==> src/rtl/sat_counter.sv <==
// Up-counter that sticks at all-ones; clr has priority over inc.
module sat_counter #(
  parameter int W = 8
) (
  input  logic         clk,
  input  logic         rst_n,
  input  logic         clr,
  input  logic         inc,
  output logic [W-1:0] cnt
);

  localparam logic [W-1:0] ONE = {{(W-1){1'b0}}, 1'b1};

  logic [W-1:0] cnt_q, cnt_d;

  always_comb begin
    cnt_d = cnt_q;
    if (clr)
      cnt_d = '0;
    else if (inc && (cnt_q != '1))
      cnt_d = cnt_q + ONE;
  end

  always_ff @(posedge clk or negedge rst_n) begin
    if (!rst_n) cnt_q <= '0;
    else        cnt_q <= cnt_d;
  end

  assign cnt = cnt_q;

endmodule

==> config.mk <==
export PLATFORM = sky130hd
export DESIGN_NAME = sat_counter
export DESIGN_NICKNAME = d
export VERILOG_FILES = /design/src/rtl/sat_counter.sv
export SDC_FILE = /design/constraint.sdc
export NUM_CORES = 1
export LEC_CHECK = 0
export ABC_AREA = 0
export BUFFER_PORTS_ARGS = -buffer_cell sky130_fd_sc_hd__buf_2
export CAP_MARGIN = 15
export CORE_AREA = 2 2 43 45
export CTS_CLUSTER_SIZE = 8
export DETAILED_ROUTE_END_ITERATION = 7
export DIE_AREA = 0 0 45 47
export PLACE_DENSITY_LB_ADDON = 0.1
export SLEW_MARGIN = 20
export SYNTH_ARGS = -nofsm -noshare
export SYNTH_HDL_FRONTEND = slang
export SYNTH_SLANG_ARGS = --single-unit
export TNS_END_PERCENT = 50
==> constraint.sdc <==
create_clock -name clk -period 3.9 [get_ports clk]
set_clock_uncertainty 0.05 [all_clocks]
set_input_delay 0.39 -clock clk [delete_from_list [all_inputs] [get_ports clk]]
set_output_delay 0.39 -clock clk [all_outputs]
set_load 0.03 [all_outputs]
* Yosys cells after proc, flatten, opt, wreduce, memory -nomap -nowiden
Cells that the tools add are included.
** Word-level totals
- Register bits after elaboration :: 8
- Bits of input ports :: 4
- Output and inout bits :: 8
- Logic and storage cells :: 7
** Operators by class
- $add $sub $neg :: 1
- Eq/ne operators :: 1
- Mux-type cells :: 2
- Reduce and logical (&&, ||, !) cells :: 2
** Operator list (number)
- $mux W8 :: 2
- $add A8 B1 Y8 const B :: 1
- $ne A8 B8 Y1 const B :: 1
- $reduce_bool A2 Y1 :: 1
- $logic_and A1 B1 Y1 :: 1

* Logic depth before layout (Yosys ltp)
- Depth in word-level cells :: 4
- Gate-level depth with buffers :: 4
- Gate-level depth less buffers :: 4

* Worst setup path before layout
Ideal clock, no wire load.
- Path type :: reg-to-reg
- Start point :: reg cnt_q[0] (netlist: cnt[0])
- End point :: reg cnt_q[0] (netlist: cnt[0])
- Setup time :: 0.125 ns
- Arrival time :: 1.623 ns
- Data required time :: 3.725 ns
- Setup slack :: 2.103 ns
- Cell stages (with the launch flop) :: 5
- Path buffers :: 0
- Clock period less this slack :: 1.797 ns
- Cell sequence :: dfrtp_1 ha_1 and4_2 a21boi_1 mux2_2
** Between the ends
- Cells in the longest elaborated chain, start to end :: 3
- Elaborated cells on any way between the ends :: 6
- Classes of those cells :: 1 x add/sub; 1 x eq/ne; 2 x mux; 2 x reduce/logical
** Ends and longest elaborated chain
- start, declared :: line 14 : logic [W-1:0] cnt_q, cnt_d;
- start signal, assigned :: line 26 : else cnt_q <= cnt_d;
- $add A8 B1 Y8 / $ne A8 B8 Y1 (equally long branches) :: line 21, 20
- $mux W8 / $logic_and A1 B1 Y1 (equally long branches) :: line 20 : else if (inc && (cnt_q != '1))
- $mux W8 / $reduce_bool A2 Y1 (equally long branches)
Parallel ways exist; a longest one is shown, timed or not. The select of a mux whose other input is x is not followed.
A chain may end at the register's enable or synchronous reset.

* Worst setup path in the final report
Ends and elaborated chain as after synthesis.

==> results_dict.tcl <==
set metrics [dict create \
    firstDrtPassIters 2 \
    clock_power_share_pct 37.9 \
    netlist_area_um2 464 \
    cts_sinks 8 \
    design_power_total_uw 172 \
    ant_nets 0 \
    wl_um 1040 \
    syn_to_final_growth_pct 21.6 \
    crit_type "reg -> reg" \
    worstMarginPinSlew_ps 356 \
    cts_resized 0 \
    die-area_um2 2120 \
    ctsRootBufferMaster "clkbuf_4" \
    grt_pass1_wl_um 1770 \
    synth_xor_area_share_pct 0 \
    cap_violations 0 \
    viasPerCell 5.09 \
    finalHoldViolCount 0 \
    p_per_area_nw_per_um2 306 \
    final_nets 69 \
    synth_warnings 0 \
    port_buffers 11 \
    crit_path_max_fanout 7 \
    pwr-share-seq_pct 50.9 \
    grt_use_total_pct 12.2 \
    start_util_pct 28.1 \
    cts_tree "built" \
    fin_crit_sh_pct 45.5 \
    synth_cells 49 \
    status "complete, no violations" \
    cp-end-kind "flop" \
    layout_common_cells "buf_2 (11), dfrtp_1 (8), nor3_1 (4)" \
    comb_power_share_pct 11.2 \
    yosys.area_share.simple_pct 31.0 \
    cts.htree.levels 1 \
    path_clk_slew_ps 60 \
    preCtsSetupSlack_ps 2150 \
    p_int_uw 127 \
    vias 402 \
    period_minus_slack_ps 1770 \
    synth-seq-area-share_pct 43.1 \
    synth-seq-cells 8 \
    arrival_ps 1860 \
    max_clock_freq_ghz 0.564 \
    drc 0 \
    switching_share_pct 26.1 \
    finalSetupViolCount 0 \
    synth_compound_area_share_pct 12.7 \
    synth_cell_type_count 28 \
    clk_latency_ps 250 \
    die_h_um 47 \
    synth_top_family_by_area "simple AND/OR/NAND/NOR gates" \
    crit_required_ps 3990 \
    grt.overflow.total 0 \
    ir_drop_mv 0.144 \
    layout_commonest_cell "buf_2" \
    largest_reg_flops 8 \
    row_count 15 \
    drtIter0Drc 2 \
    min_path_type "in -> reg" \
    maxSlewViolCount 0 \
    muxShareOfSynthArea_pct 7.01 \
    fin_ws_ps 2130 \
    grt_pass1_vias 389 \
    gp_congestion 0.693 \
    maxSlewHeadroom_pct 75.7 \
    final_cells 79 \
    power_leakage_uw 0.000259 \
    antennaDiodeCount 0 \
    cts_buffers 3 \
    die_x_um 45 \
    place_inst 75 \
    fin_setup_tns_ps 0 \
    dpl.hpwl_um 736 \
    p_switching_uw 45.0 \
    wl_per_cell_um 13.1 \
    syn_avg_cell_area_um2 9.47 \
    grt_max_degree 12 \
    rsz0062_at_grt "no" \
    fin_hold_ws_ps 387 \
    drive_above_1_share_pct 29.0 \
    critPathLaunchType "flop" \
    antenna_found_initial 0 \
    core_area_um2 1650 \
    syn_nets 54 \
    ios 12 \
    clockBufferDepth 2 \
    synth-adder-area-share_pct 2.70 \
]
-- synth_stat cells --
| cell | count | share of area, % |
|---|---|---|
| nor2_1 | 2 | 1.6 |
| nor2b_1 | 3 | 4.0 |
| o21ai_0 | 1 | 1.1 |
| mux2_2 | 2 | 4.9 |
| ha_1 | 1 | 2.7 |
| nor3_1 | 4 | 4.3 |
| nand2b_1 | 3 | 4.0 |
| and4_2 | 1 | 2.2 |
| and3_1 | 1 | 1.3 |
| nor4_1 | 1 | 1.3 |
| and4_1 | 1 | 1.9 |
| buf_2 | 1 | 1.1 |
| clkbuf_1 | 1 | 0.81 |
| nand3_1 | 2 | 2.2 |
| a2111oi_0 | 1 | 1.9 |
| dfrtp_1 | 8 | 43 |
| nor3b_1 | 1 | 1.6 |
| inv_1 | 2 | 1.6 |
| a211oi_1 | 1 | 1.6 |
| mux2i_1 | 1 | 2.2 |
| a41oi_1 | 1 | 1.9 |
| nand4_1 | 1 | 1.3 |
| nand2_1 | 2 | 1.6 |
| a21boi_1 | 1 | 1.6 |
| nand3_2 | 1 | 2.2 |
| a21oi_1 | 3 | 3.2 |
| or3_1 | 1 | 1.3 |
| a31oi_1 | 1 | 1.3 |
-- stage by stage --
step / area (um^2) / util (%)
2_1_floorplan: 464 / -
3_3_place_gp: 532 / 32.2
3_5_place_dp: 532 / 32.2
4_1_cts: 564 / 34.2
5_1_grt: 564 / 34.2
6_report: 564 / 34.2
-- repair_timing --
action,4_1_cts,5_1_grt
buffers inserted,0,0
hold buffers,1,0
hold endpoints to repair,8,0
-- logic make-up (layout without fill, tap and decap cells) --
group | after synthesis | after routing
simple gates | 24 | 24
buf+inv | 4 | 17
mux | 3 | 3
flops | 8 | 8
fa+ha+maj | 1 | 1
compound gates | 9 | 9
-- worst max-delay path: stages, from the launching register on --
cell and delay [ps]:
dfrtp_1 430, ha_1 300, and4_2 290, a21boi_1 230, mux2_2 360
-- power groups by stage --
stage	Clock, uW	Sequential (uW)	Combinational (uW)
floorplan	0	93.0	8.46
global placement	0	89.0	19.4
detailed placement	0	89.3	18.9
CTS	69.9	87.8	19.8
global route	72.8	88.0	22.2
finish	65.4	87.8	19.3
-- layer usage --
metal	wire, um	track usage (%)	part of all wire [%]
met3	55	6.15	5.3
met2	462	18.6	45
met5	0	0	0
met1	500	14.5	48
met4	15	5.29	1.4
-- cell type report --
cell class / count / area [um^2]
multi-input cells: 37 / 248
inverters: 2 / 7.51
fillers: 176 / 1090
repair buffers: 12 / 65.1
well taps: 17 / 21.3
clock buffers: 3 / 22.5
flip-flops and latches: 8 / 200
-- path summary, 6_finish.rpt --
path / from / cells after the start / slack (ps) / endpoint
worst max-delay path: cnt[0] / 4 / 2130 / cnt[0]
worst min register to register: cnt[7] / 2 / 530 / cnt[7]
worst min-delay path: clr / 2 / 390 / cnt[7]
min in group asynchronous: rst_n / 2 / 460 / cnt[6]
worst max register to register: cnt[0] / 4 / 2130 / cnt[0]
max in group asynchronous: rst_n / 2 / 3170 / cnt[2]
Power figures use the tool's default switching activity.
